**src/rtl/port_stream_fifo.sv**
```systemverilog
// ---------------------------------------------------------------------------
// port_stream_fifo
//
// Single-clock valid/ready stream FIFO with first-word fall-through output.
// The oldest stored entry is presented on out_data whenever out_valid is high.
// A word pushed into an empty FIFO appears one cycle later; there is no
// same-cycle bypass.
//
// Parameters
//   DATA_W   payload width in bits (1..64)
//   DEPTH    number of entries, power of two (2..16)
//   AF_LEVEL almost_full threshold in entries (1..DEPTH)
//
// Ports
//   clk         single clock, all state changes on its rising edge
//   rst_n       asynchronous active-low reset, clears all stored entries
//   flush       synchronous clear, overrides any push or pop in that cycle
//   in_valid    upstream offers in_data
//   in_ready    FIFO accepts in_data this cycle (combinational)
//   in_data     upstream payload
//   out_valid   out_data holds the oldest entry (combinational, from state)
//   out_ready   downstream consumes out_data this cycle
//   out_data    oldest stored payload
//   count       number of stored entries
//   almost_full count >= AF_LEVEL
//   status      0 EMPTY, 1 PARTIAL, 2 FULL (3 is never produced)
//   drop_seen   sticky: in_valid was high while in_ready was low
// ---------------------------------------------------------------------------
module port_stream_fifo #(
    parameter int DATA_W   = 8,
    parameter int DEPTH    = 4,
    parameter int AF_LEVEL = DEPTH - 1
) (
    input  logic                     clk,
    input  logic                     rst_n,
    input  logic                     flush,
    input  logic                     in_valid,
    output logic                     in_ready,
    input  logic [DATA_W-1:0]        in_data,
    output logic                     out_valid,
    input  logic                     out_ready,
    output logic [DATA_W-1:0]        out_data,
    output logic [$clog2(DEPTH):0]   count,
    output logic                     almost_full,
    output logic [1:0]               status,
    output logic                     drop_seen
);

    localparam int PTR_W = $clog2(DEPTH);
    localparam int CNT_W = PTR_W + 1;

    localparam logic [CNT_W-1:0] CNT_ZERO    = {CNT_W{1'b0}};
    localparam logic [CNT_W-1:0] CNT_ONE     = CNT_W'(1);
    localparam logic [CNT_W-1:0] CNT_FULL_M1 = CNT_W'(DEPTH - 1);
    localparam logic [CNT_W-1:0] AF_CNT      = CNT_W'(AF_LEVEL);
    localparam logic [PTR_W-1:0] PTR_ZERO    = {PTR_W{1'b0}};
    localparam logic [PTR_W-1:0] PTR_ONE     = PTR_W'(1);

    typedef enum logic [1:0] {
        ST_EMPTY   = 2'd0,
        ST_PARTIAL = 2'd1,
        ST_FULL    = 2'd2
    } state_t;

    state_t             state_r;
    state_t             state_nxt_s;
    logic [PTR_W-1:0]   wr_ptr_r;
    logic [PTR_W-1:0]   wr_ptr_nxt_s;
    logic [PTR_W-1:0]   rd_ptr_r;
    logic [PTR_W-1:0]   rd_ptr_nxt_s;
    logic [CNT_W-1:0]   count_r;
    logic [CNT_W-1:0]   count_nxt_s;
    logic               af_r;
    logic               af_nxt_s;
    logic               drop_r;
    logic               drop_nxt_s;
    logic               push_s;
    logic               pop_s;
    logic [DATA_W-1:0]  mem_r [DEPTH];

    // Handshake: ready/valid derive from the registered state only (plus flush
    // on the input side), so no combinational path runs from in_* to out_*.
    always_comb begin
        in_ready  = (state_r != ST_FULL) && !flush;
        out_valid = (state_r != ST_EMPTY);
        push_s    = in_valid && in_ready;
        pop_s     = out_valid && out_ready;
        out_data  = mem_r[rd_ptr_r];
    end

    // Next-state logic for the EMPTY/PARTIAL/FULL occupancy machine.
    always_comb begin
        state_nxt_s = state_r;
        if (flush) begin
            state_nxt_s = ST_EMPTY;
        end else begin
            case (state_r)
                ST_EMPTY: begin
                    // A pop cannot occur while empty, so any push fills one slot.
                    if (push_s) begin
                        state_nxt_s = ST_PARTIAL;
                    end else begin
                        state_nxt_s = ST_EMPTY;
                    end
                end
                ST_PARTIAL: begin
                    if (push_s && !pop_s && (count_r == CNT_FULL_M1)) begin
                        state_nxt_s = ST_FULL;
                    end else if (pop_s && !push_s && (count_r == CNT_ONE)) begin
                        state_nxt_s = ST_EMPTY;
                    end else begin
                        state_nxt_s = ST_PARTIAL;
                    end
                end
                ST_FULL: begin
                    // in_ready is low while full, so a pop here is always pop-only.
                    if (pop_s) begin
                        state_nxt_s = ST_PARTIAL;
                    end else begin
                        state_nxt_s = ST_FULL;
                    end
                end
                default: begin
                    state_nxt_s = ST_EMPTY;
                end
            endcase
        end
    end

    // Next values for count, pointers and the derived flags.
    always_comb begin
        count_nxt_s  = count_r;
        wr_ptr_nxt_s = wr_ptr_r;
        rd_ptr_nxt_s = rd_ptr_r;
        drop_nxt_s   = drop_r;
        if (flush) begin
            count_nxt_s  = CNT_ZERO;
            wr_ptr_nxt_s = PTR_ZERO;
            rd_ptr_nxt_s = PTR_ZERO;
            drop_nxt_s   = 1'b0;
        end else begin
            if (push_s && !pop_s) begin
                count_nxt_s = count_r + CNT_ONE;
            end else if (pop_s && !push_s) begin
                count_nxt_s = count_r - CNT_ONE;
            end else begin
                count_nxt_s = count_r;
            end
            // Pointers are PTR_W wide and DEPTH is a power of two, so the
            // natural overflow of the adder is the modulo-DEPTH wrap.
            if (push_s) begin
                wr_ptr_nxt_s = wr_ptr_r + PTR_ONE;
            end else begin
                wr_ptr_nxt_s = wr_ptr_r;
            end
            if (pop_s) begin
                rd_ptr_nxt_s = rd_ptr_r + PTR_ONE;
            end else begin
                rd_ptr_nxt_s = rd_ptr_r;
            end
            if (in_valid && !in_ready) begin
                drop_nxt_s = 1'b1;
            end else begin
                drop_nxt_s = drop_r;
            end
        end
        // almost_full is registered from the next count so it lines up with count.
        af_nxt_s = (count_nxt_s >= AF_CNT);
    end

    // Control state registers, cleared asynchronously by rst_n.
    always_ff @(posedge clk or negedge rst_n) begin
        if (!rst_n) begin
            state_r  <= ST_EMPTY;
            count_r  <= CNT_ZERO;
            wr_ptr_r <= PTR_ZERO;
            rd_ptr_r <= PTR_ZERO;
            af_r     <= 1'b0;
            drop_r   <= 1'b0;
        end else begin
            state_r  <= state_nxt_s;
            count_r  <= count_nxt_s;
            wr_ptr_r <= wr_ptr_nxt_s;
            rd_ptr_r <= rd_ptr_nxt_s;
            af_r     <= af_nxt_s;
            drop_r   <= drop_nxt_s;
        end
    end

    // Payload storage; contents are left untouched by reset and flush since
    // the pointers and state already mark every slot as free.
    always_ff @(posedge clk) begin
        if (push_s) begin
            mem_r[wr_ptr_r] <= in_data;
        end
    end

    // Registered status outputs.
    always_comb begin
        status      = state_r;
        count       = count_r;
        almost_full = af_r;
        drop_seen   = drop_r;
    end

endmodule

```
**config.mk**
```make
export PLATFORM = sky130hd
export DESIGN_NAME = port_stream_fifo
export DESIGN_NICKNAME = d
export VERILOG_FILES = /design/src/rtl/port_stream_fifo.sv
export SDC_FILE = /design/constraint.sdc
export NUM_CORES = 1
export LEC_CHECK = 0
export CAP_MARGIN = 25
export CORE_MARGIN = 2
export CORE_UTILIZATION = 52
export CTS_CLUSTER_SIZE = 14
export DETAILED_ROUTE_END_ITERATION = 10
export PLACE_DENSITY_LB_ADDON = 0.12
export SLEW_MARGIN = 0
export SYNTH_ARGS = -nofsm -noshare
export SYNTH_HDL_FRONTEND = slang
export SYNTH_SLANG_ARGS = --single-unit
```
**constraint.sdc**
```tcl
create_clock -name clk -period 2.05 [get_ports clk]
set_input_delay 0.41 -clock clk [delete_from_list [all_inputs] [get_ports clk]]
set_output_delay 0.41 -clock clk [all_outputs]
set_load 0.03 [all_outputs]
```
After elaboration in Yosys (flattened, before gate mapping)
Memories as Yosys holds them, arrays and structs flattened.
Index checks and enable logic that the tools add are counted.
{"block": "classes", "addsub": 4, "order_cmp": 1, "n_eq_ne": 5, "mux": 17, "reduce_logical": 17}
{"operator": "$mux 2", "count": 7}
{"operator": "$mux 3", "count": 3}
{"operator": "$logic_and 1x1->1", "count": 8}
{"operator": "$reduce_bool 2->1", "count": 4}
{"operator": "$mux 1", "count": 6}
{"operator": "$pmux 2 s3", "count": 1}
{"operator": "$add 2x1->2 const B", "count": 2}
{"operator": "$logic_not 1->1", "count": 4}
{"operator": "$add 3x1->3 const B", "count": 1}
{"operator": "$eq 3x1->1 const B", "count": 1}
{"operator": "$eq 3x2->1 const B", "count": 1}
{"operator": "$ge 3x2->1 const B", "count": 1}
{"operator": "$sub 3x1->3 const B", "count": 1}
{"operator": "$eq 2x1->1 const B", "count": 1}
{"operator": "$eq 2x2->1 const B", "count": 1}
{"operator": "$logic_not 2->1", "count": 1}
{"operator": "$ne 2x2->1 const B", "count": 1}
{"block": "word_totals", "register_bits": 11, "ram_bits": 32, "out_inout_bits": 17, "word_cells": 51, "n_memories": 1}
{"memory": "mem_r", "depth": 4, "width": 8, "rd": 1, "rd_ports_with_merged_regs": 0, "write_ports": 1, "line": "79", "source": "logic [DATA_W-1:0] mem_r [DEPTH];"}

Longest topological paths before layout
{"block": "logic_depth", "word_depth": 10, "mapped_depth": 6, "depth_no_buf": 6}

Worst setup path before layout
OpenSTA, ideal clock, no wires.
{"block": "synth_timing", "kind": "reg2reg", "startpoint": "register state_r[0] (netlist: status[0])", "endpoint": "memory mem_r[0][0] (enable)", "setup_time_ns": 0.332, "arrival_ns": 1.377, "setup_slack_ns": 0.341, "stages_incl_launch_ff": 5, "path_buffers": 1, "period_less_slack_ns": 1.709, "cell_sequence": "dfrtp_1 -> and2b_4 -> nor2_4 -> buf_2 -> and2_1"}
{"block": "synth_between", "elab_chain_len": 5}
{"item": "from (decl)", "line": "65", "source": "state_t state_r;"}
{"item": "from (signal assigned)", "line": "181", "source": "state_r <= state_nxt_s;"}
{"item": "$ne 2x2->1", "line": "84", "source": "in_ready = (state_r != ST_FULL) && !flush;"}
{"item": "$logic_and 1x1->1", "line": "84"}
{"item": "$logic_and 1x1->1", "line": "86", "source": "push_s = in_valid && in_ready;"}
{"item": "$mux 1", "line": "193", "source": "if (push_s) begin"}
{"item": "$mux 1 (implied by the code)", "line": "194", "source": "mem_r[wr_ptr_r] <= in_data;"}
{"item": "to (decl)", "line": "79"}
No other way between the ends.

Final worst setup path
{"block": "layout_timing", "startpoint": "register rd_ptr_r[0]", "endpoint": "output port out_data[1]"}
{"block": "layout_between", "elab_chain_len": 1}
{"item": "from (decl)", "line": "69", "source": "logic [PTR_W-1:0] rd_ptr_r;"}
{"item": "from (signal assigned)", "line": "184", "source": "rd_ptr_r <= rd_ptr_nxt_s;"}
{"item": "$mem_v2 4x8"}
{"item": "to (decl)", "line": "42", "source": "output logic [DATA_W-1:0] out_data,"}
No other way between the ends.

==> reports/metrics.yaml <==
die:
  die_w_um: 64.18
  core_um2: 3416
  ios: 30
  start_util: 0.5513
  die_area_um2: 4118
  rows: 21
  fp.dieH_um: 64.18
layout:
  seqCellArea_um2: 1236
  drive_above_1_share: 0.2346
  nFillCells: 243
  multi_input_area_um2: 610.6
  diodes: 0
  nets: 182
  area_delta_synth_final_pct: 27.84
  final_util: 0.7048
timing:
  worst_pin_slew_ns: 0.5183
  fin_skew_ns: 0.01220
  relSlewSlack: 0.6534
  slew_viol_final: 0
  rsz0062_at_grt: "yes"
  fin_setup_tns_ns: 0
  finalSetupViolCount: 0
  hold_violations: 0
  period_minus_slack_ns: 1.997
  fmax_ghz: 0.5008
  timing.final.crit_share: 0.9740
critical_path:
  critical_path.max_fanout: 8
  startpoint_type: "flop"
  arrival_ns: 1.59
  crit_type: "flop to output port"
  endpoint_kind: "output port"
  required_ns: 1.64
synth:
  netlist_area_um2: 1883
  synth_most_common_cell: "edfxtp_1"
  synth_area_leaders: "edfxtp_1 51%, dfrtp_1 15%, mux4_2 9.6%"
  postSynthAreaPerCell_um2: 15.96
  synthCells: 118
  synth_edf_count: 32
  ys_seq_area_frac: 0.6565
  yosysTopAreaCell: "edfxtp_1"
  synth_warnings: 0
  synth_cell_types: 32
  synth_ff_type: "edfxtp_1"
  synth-async-reset-ratio: 0.2558
  synth_common_cells: "32 x edfxtp_1, 11 x dfrtp_1, 8 x ha_1, 8 x mux4_2, 8 x nor2_1"
  ys_ff_latch: 43
  syn_nets: 139
  netlist.area_leader.share: 0.5103
pwr:
  pwr_density_cell_nw_per_um2: 778.0
  peakVddDrop_v: 0.0005338
  p_leak_nw: 0.9071
global_route:
  grtUsageMet1: 0.2075
  grt.total_usage: 0.1867
  antenna_found_initial: 0
  grt.busiest_layer: "met2"
  grt_use_met3: 0.06338
  grt_start_max_net_pins: 15
  grt_pass1_vias: 1214
  grt_overflow: 0
  use_met2: 0.3294
  grt_first_pass_wirelength_um: 5589
clocking:
  cts_hold_buf: 0
  cts_made_buffers: 5
  htreeDepth: 2
  path_clk_slew_ns: 0.13
  cts_setup_buffers: 0
  clk_path_buf_depth: 2
  clock-root-buffer: "clkbuf_4"
  clk_latency_ns: 0.36
  tritoncts: "yes"
  cts.sinks: 43
routing:
  ant_nets: 0
  drt-total-wl_um: 3268
  drt-initial-drc-count: 41
  viasPerCell: 5.264
  remaining_drc_errors: 0
  wl_per_cell_um: 15.71
  vias: 1095
  drt_pass1_iterations: 4
flow_run:
  drv_cap: 0
run_status:
  outcome: "completed"
placed_design:
  hpwl_um: 2426
  place.gp.congestion: 0.7468
  port-buffer-count: 29
min_path:
  hp-class: "primary input to async pin"
## critical path: stages (launching register included)
cell	delay (ns)
dfrtp_1	0.40
buf_12	0.15
mux4_2	0.52
buf_6	0.16
## sequential cells by signal (all words and copies together), names as in the netlist
register     count
wr_ptr_r         2
almost_full      1
drop_seen        1
mem_r           32
rd_ptr_r         2
count            3
status           2
## routing by layer
layer | vias to the layer above | part of all wire
li1 | 526 | -
met1 | 537 | 0.40
met2 | 25 | 0.53
met3 | 7 | 0.047
met4 | 0 | 0.017
met5 | - | 0
## stage by stage
stage               cells  cell area, µm²  power, mW  hold WS, ns  setup slack (ns)
global placement      200            2344      1.478       0.4886           0.02633
global route          208            2407      1.971       0.3998          -0.03480
floorplan             118            1883      1.302       0.1144            0.3413
detailed placement    200            2344      1.495       0.5147          0.003569
CTS                   208            2361      1.872       0.3696          -0.09559
finish                208            2407      1.873       0.3715           0.05333
## cell type report
cell class                      count  area share
Timing Repair Buffer               40      0.1793
Clock buffer                        5     0.01559
Inverter                            5    0.007796
Multi-Input combinational cell     66      0.2536
Clock inverter                      3    0.006237
Tap cell                           46     0.02391
Sequential cell                    43      0.5135
## logic make-up after synthesis
logic type               Yosys count  synth area share
flip-flops                        43            0.6565
AND/OR/NAND/NOR                   30           0.09170
AO/OA/AOI/OAI                     11           0.03987
multiplexers                      11            0.1116
buffers and inverters              9           0.01927
adder cells (fa/ha/maj)            8           0.05316
XOR/XNOR                           6           0.02791
## timing repair
action	4_1_cts	5_1_grt
pin swaps	0	0
cloned	0	0
setup endpoints to repair	9	9
resized for setup	39	27
## layout by cell type, fill, tap and decap left out, types with 2 or more instances in the layout
cell type,instances
ha_1,8
clkbuf_4,5
mux4_2,8
buf_6,8
buf_12,4
xnor2_1,5
clkinv_1,2
nor2_1,8
edfxtp_1,32
nand2_1,6
dfrtp_1,11
buf_4,8
o21ai_0,3
nand2b_1,2
clkdlybuf4s50_1,18
and2_1,5
mux2i_1,3
inv_1,5
a211oi_1,2
## final timing paths
kind                                         end  cells past startpoint                    start  slack, ns
max                                  out_data[1]                      3  rd_ptr_r[0]$_DFFE_PN0P_       0.05
min                        drop_seen$_DFFE_PN0P_                      1                    rst_n       0.37
max reg2reg                almost_full$_DFF_PN0_                      5      status[1]$_DFF_PN0_       0.46
min reg2reg                drop_seen$_DFFE_PN0P_                      2    drop_seen$_DFFE_PN0P_       0.54
max in group asynchronous     count[0]$_DFF_PN0_                      1                    rst_n       1.32
min in group clk           drop_seen$_DFFE_PN0P_                      2    drop_seen$_DFFE_PN0P_       0.54
## power breakdown
part / internal (mW) / total [mW] / switching, mW / leakage [nW]
combinational: 0.218 / 0.458 / 0.240 / 0.442
clock: 0.126 / 0.394 / 0.268 / 0.0263
sequential: 0.984 / 1.02 / 0.0366 / 0.438
Note: power is estimated with default switching activity, not from simulation.
